File: src/rtl/neighbor_exchange_controller_pkg.sv
// Shared definitions for the neighbor exchange controller: lane count and FSM state encoding.
package utils;

    localparam int NEIGHBOR_LANES = 8;

    typedef enum logic [1:0] {
        IDLE  = 2'd0,
        RUN   = 2'd1,
        DRAIN = 2'd2,
        DONE  = 2'd3
    } xchg_state_t;

endpackage

File: src/rtl/neighbor_exchange_controller_if.sv
// Batch bus between the halo source, the exchange controller and the neighbor processor.
// The master side is the halo source / processor model; the slave side is the controller.
interface neighbor_exchange_controller_if #(
    parameter int RW     = 8,
    parameter int DATA_W = 8
);
    import utils::*;

    logic                                    in_valid;
    logic                                    in_ready;
    logic [NEIGHBOR_LANES-1:0][DATA_W-1:0]   in_value;
    logic [NEIGHBOR_LANES-1:0][RW-1:0]       in_row;
    logic [NEIGHBOR_LANES-1:0][RW-1:0]       in_column;
    logic [NEIGHBOR_LANES-1:0]               in_lane_valid;
    logic                                    leftover_inputs;
    logic [NEIGHBOR_LANES-1:0][DATA_W-1:0]   neighbor_input_value;
    logic [NEIGHBOR_LANES-1:0][RW-1:0]       neighbor_input_row;
    logic [NEIGHBOR_LANES-1:0][RW-1:0]       neighbor_input_column;
    logic [NEIGHBOR_LANES-1:0]               neighbor_input_write_enable;

    modport master (
        output in_valid, in_value, in_row, in_column, in_lane_valid, leftover_inputs,
        input  in_ready, neighbor_input_value, neighbor_input_row, neighbor_input_column,
               neighbor_input_write_enable
    );

    modport slave (
        input  in_valid, in_value, in_row, in_column, in_lane_valid, leftover_inputs,
        output in_ready, neighbor_input_value, neighbor_input_row, neighbor_input_column,
               neighbor_input_write_enable
    );

endinterface

File: src/rtl/neighbor_exchange_controller_popcount.sv
// Combinational count of set lanes in an 8-lane enable mask.
module lane_popcount
    import utils::*;
(
    input  logic [NEIGHBOR_LANES-1:0] lanes,
    output logic [3:0]                count
);

    // Sum the lane bits.
    always_comb begin
        count = '0;
        for (int i = 0; i < NEIGHBOR_LANES; i++) begin
            count = count + {3'b000, lanes[i]};
        end
    end

endmodule

File: src/rtl/neighbor_exchange_controller.sv
// Neighbor exchange controller: accepts halo batches, trims them to the tile's expected
// lane count, and feeds a single-entry output register to the neighbor processor, holding
// it while the processor reports leftover (bank-conflict) work.
module neighbor_exchange_controller
    import utils::*;
#(
    parameter  int TILE_SIZE = 256,
    parameter  int LANES     = NEIGHBOR_LANES,
    parameter  int DATA_W    = 8,
    localparam int RW        = $clog2(TILE_SIZE)
)(
    input  logic                         clk,
    input  logic                         reset_n,
    input  logic                         start,
    input  logic                         abort,
    input  logic [15:0]                  expected_count,
    input  logic [1:0]                   bitwidth_in,
    neighbor_exchange_controller_if.slave bus,
    output logic [1:0]                   bitwidth,
    output logic                         busy,
    output logic                         done,
    output logic                         overflow,
    output logic [15:0]                  accepted_count,
    output logic [15:0]                  stall_cycles
);

    // Keep only the lowest-indexed valid lanes that still fit in the remaining room.
    function automatic logic [LANES-1:0] mask_lanes(input logic [LANES-1:0] lv,
                                                    input logic [15:0]      room);
        logic [LANES-1:0] m;
        logic [15:0]      taken;
        m     = '0;
        taken = '0;
        for (int i = 0; i < LANES; i++) begin
            if (lv[i] && (taken < room)) begin
                m[i]  = 1'b1;
                taken = taken + 16'd1;
            end
        end
        return m;
    endfunction

    // Counter increment that sticks at all-ones.
    function automatic logic [15:0] sat_inc(input logic [15:0] v);
        return (v == 16'hFFFF) ? v : v + 16'd1;
    endfunction

    xchg_state_t state_q, state_d;

    logic [15:0]                 exp_q;
    logic [15:0]                 acc_q;
    logic [15:0]                 stall_q;
    logic                        ovf_q;
    logic [1:0]                  bw_q;
    logic [LANES-1:0][DATA_W-1:0] val_q;
    logic [LANES-1:0][RW-1:0]    row_q;
    logic [LANES-1:0][RW-1:0]    col_q;
    logic [LANES-1:0]            we_q;

    logic [3:0]       pop_we;
    logic [3:0]       pop_load;
    logic [LANES-1:0] load_mask;
    logic             occupied;
    logic             consume;
    logic             in_ready_c;
    logic             load;
    logic [15:0]      committed;
    logic [15:0]      remaining;
    logic [15:0]      committed_next;

    lane_popcount u_pop_we   (.lanes(we_q),      .count(pop_we));
    lane_popcount u_pop_load (.lanes(load_mask), .count(pop_load));

    // Lanes in the output register are already committed to the tile, consumed or not.
    assign occupied       = |we_q;
    assign consume        = occupied && !bus.leftover_inputs;
    assign committed      = acc_q + 16'(pop_we);
    assign remaining      = exp_q - committed;
    assign load_mask      = mask_lanes(bus.in_lane_valid, remaining);
    assign in_ready_c     = (state_q == RUN) && !abort && (remaining != 16'd0)
                            && (!occupied || consume);
    assign load           = in_ready_c && bus.in_valid;
    assign committed_next = committed + (load ? 16'(pop_load) : 16'd0);

    // State register.
    always_ff @(posedge clk or negedge reset_n) begin
        if (!reset_n) state_q <= IDLE;
        else          state_q <= state_d;
    end

    // Next-state logic; abort wins over everything including start.
    always_comb begin
        state_d = state_q;
        if (abort) begin
            state_d = IDLE;
        end else begin
            case (state_q)
                IDLE:    if (start) state_d = RUN;
                RUN:     if (committed_next == exp_q) state_d = DRAIN;
                DRAIN:   if (!occupied && !bus.leftover_inputs) state_d = DONE;
                DONE:    state_d = IDLE;
                default: state_d = IDLE;
            endcase
        end
    end

    // Output register, counters and latched tile parameters.
    always_ff @(posedge clk or negedge reset_n) begin
        if (!reset_n) begin
            exp_q   <= '0;
            acc_q   <= '0;
            stall_q <= '0;
            ovf_q   <= 1'b0;
            bw_q    <= '0;
            val_q   <= '0;
            row_q   <= '0;
            col_q   <= '0;
            we_q    <= '0;
        end else begin
            if (bus.leftover_inputs && occupied) stall_q <= sat_inc(stall_q);
            if (abort) begin
                we_q <= '0;
            end else if ((state_q == IDLE) && start) begin
                exp_q   <= expected_count;
                bw_q    <= bitwidth_in;
                acc_q   <= '0;
                stall_q <= '0;
                ovf_q   <= 1'b0;
                val_q   <= '0;
                row_q   <= '0;
                col_q   <= '0;
                we_q    <= '0;
            end else begin
                if (consume) acc_q <= acc_q + 16'(pop_we);
                if (load) begin
                    val_q <= bus.in_value;
                    row_q <= bus.in_row;
                    col_q <= bus.in_column;
                    we_q  <= load_mask;
                    if (load_mask != bus.in_lane_valid) ovf_q <= 1'b1;
                end else if (consume) begin
                    we_q <= '0;
                end
            end
        end
    end

    assign bus.in_ready                    = in_ready_c;
    assign bus.neighbor_input_value        = val_q;
    assign bus.neighbor_input_row          = row_q;
    assign bus.neighbor_input_column       = col_q;
    assign bus.neighbor_input_write_enable = we_q;

    assign bitwidth       = bw_q;
    assign busy           = (state_q == RUN) || (state_q == DRAIN);
    assign done           = (state_q == DONE);
    assign overflow       = ovf_q;
    assign accepted_count = acc_q;
    assign stall_cycles   = stall_q;

endmodule

File: src/flat_wrapper.sv
// flat-port wrapper written by rule: the top's interface ports become plain ports
module neighbor_exchange_controller_flat import utils::*;
#(
    parameter  int TILE_SIZE = 256,
    parameter  int LANES     = NEIGHBOR_LANES,
    parameter  int DATA_W    = 8,
    localparam int RW        = $clog2(TILE_SIZE)
)
  (clk, reset_n, start, abort, expected_count, bitwidth_in, bitwidth, busy, done, overflow, accepted_count, stall_cycles, bus_in_valid, bus_in_value, bus_in_row, bus_in_column, bus_in_lane_valid, bus_leftover_inputs, bus_in_ready, bus_neighbor_input_value, bus_neighbor_input_row, bus_neighbor_input_column, bus_neighbor_input_write_enable);
  neighbor_exchange_controller_if #(.RW(8), .DATA_W(DATA_W)) bus_i ();
  input  logic clk;
  input  logic reset_n;
  input  logic start;
  input  logic abort;
  input  logic [15:0] expected_count;
  input  logic [1:0] bitwidth_in;
  output logic [1:0] bitwidth;
  output logic busy;
  output logic done;
  output logic overflow;
  output logic [15:0] accepted_count;
  output logic [15:0] stall_cycles;
  input wire logic [$bits(bus_i.in_valid)-1:0] bus_in_valid;
  input wire logic [$bits(bus_i.in_value)-1:0] bus_in_value;
  input wire logic [$bits(bus_i.in_row)-1:0] bus_in_row;
  input wire logic [$bits(bus_i.in_column)-1:0] bus_in_column;
  input wire logic [$bits(bus_i.in_lane_valid)-1:0] bus_in_lane_valid;
  input wire logic [$bits(bus_i.leftover_inputs)-1:0] bus_leftover_inputs;
  output wire logic [$bits(bus_i.in_ready)-1:0] bus_in_ready;
  output wire logic [$bits(bus_i.neighbor_input_value)-1:0] bus_neighbor_input_value;
  output wire logic [$bits(bus_i.neighbor_input_row)-1:0] bus_neighbor_input_row;
  output wire logic [$bits(bus_i.neighbor_input_column)-1:0] bus_neighbor_input_column;
  output wire logic [$bits(bus_i.neighbor_input_write_enable)-1:0] bus_neighbor_input_write_enable;
  assign bus_i.in_valid = bus_in_valid;
  assign bus_i.in_value = bus_in_value;
  assign bus_i.in_row = bus_in_row;
  assign bus_i.in_column = bus_in_column;
  assign bus_i.in_lane_valid = bus_in_lane_valid;
  assign bus_i.leftover_inputs = bus_leftover_inputs;
  assign bus_in_ready = bus_i.in_ready;
  assign bus_neighbor_input_value = bus_i.neighbor_input_value;
  assign bus_neighbor_input_row = bus_i.neighbor_input_row;
  assign bus_neighbor_input_column = bus_i.neighbor_input_column;
  assign bus_neighbor_input_write_enable = bus_i.neighbor_input_write_enable;
  neighbor_exchange_controller #(.TILE_SIZE(TILE_SIZE), .LANES(LANES), .DATA_W(DATA_W)) u_core (.clk(clk), .reset_n(reset_n), .start(start), .abort(abort), .expected_count(expected_count), .bitwidth_in(bitwidth_in), .bus(bus_i), .bitwidth(bitwidth), .busy(busy), .done(done), .overflow(overflow), .accepted_count(accepted_count), .stall_cycles(stall_cycles));
endmodule
File: config.mk
export PLATFORM = sky130hd
export DESIGN_NAME = neighbor_exchange_controller_flat
export DESIGN_NICKNAME = d
export VERILOG_FILES = /design/src/rtl/neighbor_exchange_controller_pkg.sv /design/src/rtl/neighbor_exchange_controller_if.sv /design/src/rtl/neighbor_exchange_controller_popcount.sv /design/src/rtl/neighbor_exchange_controller.sv /design/src/flat_wrapper.sv
export SDC_FILE = /design/constraint.sdc
export NUM_CORES = 1
export LEC_CHECK = 0
export CAP_MARGIN = 10
export CELL_PAD_IN_SITES_DETAIL_PLACEMENT = 1
export CELL_PAD_IN_SITES_GLOBAL_PLACEMENT = 2
export CORE_ASPECT_RATIO = 1.4
export CORE_MARGIN = 1
export CORE_UTILIZATION = 28
export CTS_CLUSTER_SIZE = 8
export DETAILED_ROUTE_END_ITERATION = 8
export MAX_ROUTING_LAYER = met4
export PLACE_DENSITY = 0.88
export SLEW_MARGIN = 25
export SYNTH_ARGS = -nofsm -noshare
export SYNTH_HDL_FRONTEND = slang
export SYNTH_HIERARCHICAL = 1
export SYNTH_SLANG_ARGS = --single-unit
File: constraint.sdc
create_clock -name clk -period 24.8 [get_ports clk]
set_input_delay 4.96 -clock clk [delete_from_list [all_inputs] [get_ports clk]]
set_output_delay 4.96 -clock clk [all_outputs]
set_load 0.02 [all_outputs]
Yosys cells after proc, flatten, opt, wreduce, memory -nomap -nowiden
Index checks and enable logic that the tools add are counted.

word-level totals
  register bits = 253
  latch bits = 0
  RAM bits = 0
  memory bits (read-only) = 0
  input port bits = 224
  output and inout bits = 238
  word-level logic and storage cells = 146
  memories kept = 0

cells by class
  add/sub/neg operators = 24
  multipliers = 0
  div/mod/pow operators = 0
  order comparisons = 8
  eq/ne operators = 9
  shift-type cells = 0
  mux-type cells = 40
  bitwise logic cells = 1
  reduce and logical (&&, ||, !) cells = 33

operator list
  operator               count
  $mux 64                6
  $mux 16                12
  $add 16x1->16 const B  6
  $lt 16x16->1           6
  $add 4x1->4            8
  $mux 8                 4
  $add 16x16->16         1
  $add 16x4->16          1
  $eq 16x16->1           1
  $eq 16x16->1 const B   1
  $logic_and 1x1->1      16
  $lt 1x16->1            1
  $lt 1x16->1 const A    1
  $reduce_bool 16->1     1
  $sub 16x16->16         1
  $mux 1                 12
  $add 3x1->4            2
  $mux 2                 4
  $ne 8x8->1             1
  $pmux 2 s4             1
  $reduce_or 8->1        1
  $add 2x1->3            2
  $ne 3x2->1 const B     2
  $reduce_and 2->1       3
  13 further kinds       21

Logic depth before layout (Yosys ltp)
  depth in word-level cells = 40
  depth in mapped cells = 99
  depth with buffers taken out = 99

Cells and area by module
The synthesis kept the hierarchy.

modules (own cells, without submodules)
  module                        times used  cells an instance  area each (sq um)  sequential area each (sq um)
  neighbor_exchange_controller  1           1,123              12,692.2           6,331.1
  lane_popcount                 2           24                 190.2              0.0

Worst setup path before layout
OpenSTA, ideal clock, no wires.

  path kind = register to register
  start = register u_core.we_q[0] (netlist: u_core/bus.neighbor_input_write_enable[0])
  end = register u_core.state_q[1]
  setup time = 0.119 ns
  arrival time = 18.682 ns
  data required time = 24.681 ns
  setup slack = 6.000 ns
  stages on the path, launching flop included = 96
  buffers on the path = 1
  period minus slack after synthesis = 18.800 ns
  cell sequence = dfrtp_1 > inv_1 > fa_1 > fa_1 > fa_1 > inv_1 > ha_1 > inv_1 > fa_1 > inv_1 > ha_1 > a21o_1 > a21oi_1 > xnor2_1 > inv_1 > ha_1 > and2_1 > a221oi_1 > (+60 left out) > inv_1 > nand2_1 > inv_1 > ha_1 > a21o_1 > a21o_1 > a21oi_1 > nor2_1 > nand3_1 > or3_1 > or3_1 > mux2i_1 > nor2_1 > a211oi_1 > o221ai_1 > a21oi_1 > mux2i_1 > nor2_1

on the way
  elaborated cells between the ends (all ways) = 68
  those cells by class = add/sub (23); order compare (8); eq/ne (3); mux (16); reduce/logical (18)

RTL lines
  element                              line                                         source
  start: declaration                   neighbor_exchange_controller.sv:58           logic [LANES-1:0] we_q;
  start signal: assignment             neighbor_exchange_controller.sv:139          we_q <= load_mask;
  $add 1x1->2 *                        neighbor_exchange_controller_popcount.sv:13  count = count + {3'b000, lanes[i]};
  $add 2x1->3 *                        neighbor_exchange_controller_popcount.sv:13
  $add 3x1->4 *                        neighbor_exchange_controller_popcount.sv:13
  $add 4x1->4 * (4 in a row)           neighbor_exchange_controller_popcount.sv:13
  net u_core.pop_we[1]                 neighbor_exchange_controller.sv:60           logic [3:0] pop_we;
  $add 16x4->16 *                      neighbor_exchange_controller.sv:77           assign committed = acc_q + 16'(pop_we);
  $sub 16x16->16 *                     neighbor_exchange_controller.sv:78           assign remaining = exp_q - committed;
  $lt 1x16->1                          neighbor_exchange_controller.sv:35           if (lv[i] && (taken < room)) begin
  (+8 left out)                        -
  net u_core.load_mask[2]              neighbor_exchange_controller.sv:62           logic [LANES-1:0] load_mask;
  (+1 left out)                        -
  $add 3x1->4 *                        neighbor_exchange_controller_popcount.sv:13
  $add 4x1->4 * (4 in a row)           neighbor_exchange_controller_popcount.sv:13
  net u_core.pop_load[1]               neighbor_exchange_controller.sv:61           logic [3:0] pop_load;
  $mux 4 *                             neighbor_exchange_controller.sv:83           assign committed_next = committed + (load ? 16'(pop_load) : 16'd0);
  $add 16x16->16 *                     neighbor_exchange_controller.sv:83
  $eq 16x16->1 *                       neighbor_exchange_controller.sv:99           RUN: if (committed_next == exp_q) state_d = DRAIN;
  $ne 3x2->1 (no source line) *        -
  $reduce_and 3->1 (no source line) *  -
  end signal: assignment               neighbor_exchange_controller.sv:88           else state_q <= state_d;
  end: declaration                     neighbor_exchange_controller.sv:48           xchg_state_t state_q, state_d;

Mark *: on every way through the listed nets, which the timed path passes. The rest lies on a longest branch.
A chain may end at the register's enable or synchronous reset.

Worst setup path after layout
Ends and elaborated chain as after synthesis.

==> metrics.md <==
| Metric | Value |
|---|---|
| Clock Power Share | 0.214 |
| Pint | 0.00134 W |
| Largest stage delay, worst path | 570 ps |
| Total grt overflow | 0 |
| Hold Buf Count CTS | 0 |
| FF+latch area | 0.00633 mm² |
| Worst VDD drop | 0.0516 mV |
| Synth Cell Area | 0.0131 mm² |
| Layout area overhead | 48.8% |
| Clk slew on worst S/H paths | 60 ps |
| Largest net degree at the start of global routing | ~190 |
| # DRC | 0 |
| Routed Antenna Nets | 0 |
| Worst-case reg-to-reg path depth | 97 |
| Sw power | 0.000949 W |
| Pleak | approximately 8.4 nW |
| Die X-Extent | 185 µm |
| Final nets | 1911 |
| Unique cell type count in the Yosys netlist | 94 |
| Fmax | about 46 MHz |
| Post-CTS Setup Inserts | 0 |
| Pwr Total | 0.00229 W |
| Comb power frac | 0.510 |
| Post-layout util | 0.422 |
| Hold Fails Final Rpt | 0 |
| Via count | 11600 |
| Worst EP arrival | approximately 22000 ps |
| CTS tree | done |
| Seq pwr share | 0.275 |
| Sequential share of the synthesized area | 0.484 |
| Critical Path Most Common Cell | inv_1 |
| Initial antenna violation count | 2 |
| Syn Inst Count | approximately 1200 |
| CTS max path bufs | 3 |
| Fin crit share | 0.886 |
| I/O pin count | 462 |
| Worst hold stages | 1 |
| Fraction of layout cells with a size suffix above 1 | 0.0723 |
| RSZ-0062 raised after global routing | false |
| Syn. warnings | 6 |
| Chip height | 258 µm |
| Final setup TNS | 0 ps |
| Core area | 0.0461 mm² |
| CP Launch Type | flop |
| Drt via density | 5.14 |
| Net Sw Frac | 0.415 |
| Clock skew | 20.8 ps |
| Critical path class | reg -> reg |
| Port buffer count | 461 |
| CP max-delay cell | fa_1 |
| First-pass GRT wire length | about 77000 µm |
| FFs w/ async S/R, synth | 1.00 |
| DR pass1 iterations | 4 |
| Worst setup slack after layout | ~2800 ps |
| CP endpoint kind | flop |
| Num CTS Buffers | 38 |
| Synthesized area per cell | roughly 11 µm² |
| Max Cap Viol | 0 |
| CP required | around 25000 ps |
| GP Congestion | 0.906 |
| Dpl hpwl | 37800 µm |
| Via count of the first global-routing pass | 13000 |
| Crit path max fanout | 10 |
| Post_cts resized | 0 |
| Clock latency on the worst-skew pair | about 560 ps |
| FILL cells | ~5100 |
| Tmin final | 21960 ps |
| WL final | 50800 µm |
| Wire per inst | approximately 23 µm |
| Area of the multi-input gates | 0.00630 mm² |
| Die area | 0.0476 mm² |
| Slew margin rel. | 0.362 |
| Final setup vio count | 0 |
| Outcome | completed |
| Sink Count | roughly 250 |
| Pwr dens | 118 mW/mm² |
| Htree depth | 2 |
| Main synth FF type | dfrtp_1 |
| Reg-to-reg slack, setup | about 2800 ps |
| Fin. max-slew vios | 0 |
| Worst Tran Pin Value | 957 ps |
| Post-synth EDFFs | 0 |
| Synthesized flop and latch total | roughly 250 |
| DRT iter0 DRCs | 545 |
| Total GRT Usage | 0.220 |
| Num rows | 93 |
| Initial Util | 0.284 |
| Worst Hold Class | reg -> reg |
| Pre-CTS setup slack | 3060 ps |
| CTS root buf | clkbuf_16 |
## power by group through the flow
| stage | combinational [W] | sequential [W] | clock, W |
|---|---|---|---|
| 6_report | 0.00117 | 0.000630 | 0.000490 |
| 5_1_grt | 0.00125 | 0.000645 | 0.000520 |
| 4_1_cts | 0.00117 | 0.000630 | 0.000506 |
| 3_5_place_dp | 0.00116 | 0.000629 | 0 |
| 3_3_place_gp | 0.00113 | 0.000626 | 0 |
| 2_1_floorplan | 0.000567 | 0.000731 | 0 |
## through the flow
step	cell area [µm²]	hold WS (ps)	cells
after global routing	19500	515	2250
after floorplan	13100	501	1175
after CTS	19400	505	2248
after global placement	18400	487	2202
after detailed placement	18400	490	2202
final	19500	498	2250
## synthesized netlist by cell type (3+ instances only)
library cell	instances	share of area
and4_1	6	0.0040
nand4_1	9	0.0043
a21o_1	7	0.0040
o221ai_1	4	0.0027
o31ai_1	8	0.0046
and2_1	10	0.0048
inv_1	67	0.019
nand3_1	14	0.0054
a211oi_1	4	0.0023
or2_2	4	0.0019
o2111ai_1	3	0.0020
maj3_1	4	0.0031
o21ai_0	47	0.018
nor2_1	47	0.013
o22ai_1	4	0.0019
or3_1	8	0.0038
a22o_1	199	0.13
clkbuf_1	57	0.016
nand2_1	78	0.022
o211ai_1	9	0.0052
or4_1	5	0.0029
nand2b_1	10	0.0048
fa_1	11	0.017
nor3_1	14	0.0054
a21oi_1	33	0.013
o21ai_1	5	0.0019
xnor2_2	7	0.0087
and3_1	13	0.0062
nor4_1	10	0.0048
o21a_1	7	0.0040
ha_1	51	0.049
dfrtp_1	253	0.48
mux2i_1	6	0.0046
nor2b_1	6	0.0029
xor2_1	24	0.016
a31oi_1	9	0.0043
mux2_2	16	0.014
xnor2_1	32	0.021
## routing by layer
layer | share of wire | track usage
met5 | 0 | -
met4 | 0.035 | 0.0843
met3 | 0.065 | 0.0556
met2 | 0.53 | 0.389
met1 | 0.37 | 0.233
## final timing paths
kind | startpoint | end
max | u_core/bus.neighbor_input_write_enable[0]$_DFFE_PN0P_ | u_core/state_q[1]$_DFFE_PN0P_
min | u_core/bus.neighbor_input_column[17]$_DFFE_PN0P_ | u_core/bus.neighbor_input_column[17]$_DFFE_PN0P_
max reg2reg | u_core/bus.neighbor_input_write_enable[0]$_DFFE_PN0P_ | u_core/state_q[1]$_DFFE_PN0P_
min reg2reg | u_core/bus.neighbor_input_column[17]$_DFFE_PN0P_ | u_core/bus.neighbor_input_column[17]$_DFFE_PN0P_
max in group asynchronous | reset_n | u_core/bus.neighbor_input_value[14]$_DFFE_PN0P_
min in group asynchronous | reset_n | u_core/bus.neighbor_input_row[59]$_DFFE_PN0P_
## cells by family (layout without fill, tap and decap cells)
group | Yosys count | count (layout) | share of synthesized area
flops | 253 | 253 | 0.484
buf+inv | 127 | 583 | 0.0370
simple gates | 258 | 258 | 0.107
other cells | 1 | 7 | 0.000287
mux | 23 | 23 | 0.0195
compound gates | 377 | 377 | 0.231
fa+ha+maj | 66 | 66 | 0.0687
xor+xnor | 66 | 66 | 0.0518
## critical path: cells and delay by family, from the launching register on
kind	cells	cell delay, ps
multiplexers	4	1220
XOR/XNOR	4	1050
buffers and inverters	13	880
AND/OR/NAND/NOR	28	5570
adder cells (fa/ha/maj)	17	5750
flip-flops	1	390
AO/OA/AOI/OAI	31	6910
## layout make-up
class | instances | area share
antenna | 2 | 0.000257
clock inverter | 4 | 0.00476
sequential | 253 | 0.325
clock buffer | 42 | 0.0512
timing repair buffer | 468 | 0.242
inverter | 69 | 0.0133
multi-input combinational | 795 | 0.324
tap | 617 | 0.0397
## sequential cells by signal (all words and copies together), names as in the netlist
signal / flops
u_core/bus.neighbor_input_write_enable: 8
u_core/overflow: 1
u_core/bus.neighbor_input_value: 64
u_core/accepted_count: 16
u_core/stall_cycles: 16
u_core/state_q: 2
u_core/exp_q: 16
u_core/bus.neighbor_input_column: 64
u_core/bitwidth: 2
u_core/bus.neighbor_input_row: 64
## cells in the final DEF (no fill, tap or decap), types with 5 or more instances in the layout
cell	synthesis	layout
nor4_1	10	10
nor2_1	47	45
conb_1	1	5
ha_1	51	51
o21ai_1	5	5
o31ai_1	8	8
fa_1	11	11
nand4_1	9	9
nand3_1	14	14
o21ai_0	47	47
and2_1	10	10
or4_1	5	5
o211ai_1	9	9
o21a_1	7	7
and3_1	13	12
mux2_2	16	16
or3_1	8	8
inv_1	67	67
nor3_1	14	14
nand2_1	78	78
and4_1	6	6
nor2b_1	6	6
xor2_1	24	24
nand2b_1	10	10
dfrtp_1	253	253
a31oi_1	9	9
clkdlybuf4s50_1	0	460
clkbuf_16	0	38
xnor2_1	32	32
mux2i_1	6	6
xnor2_2	7	7
a21o_1	7	7
a22o_1	199	199
a21oi_1	33	33
Power figures use the tool's default switching activity.
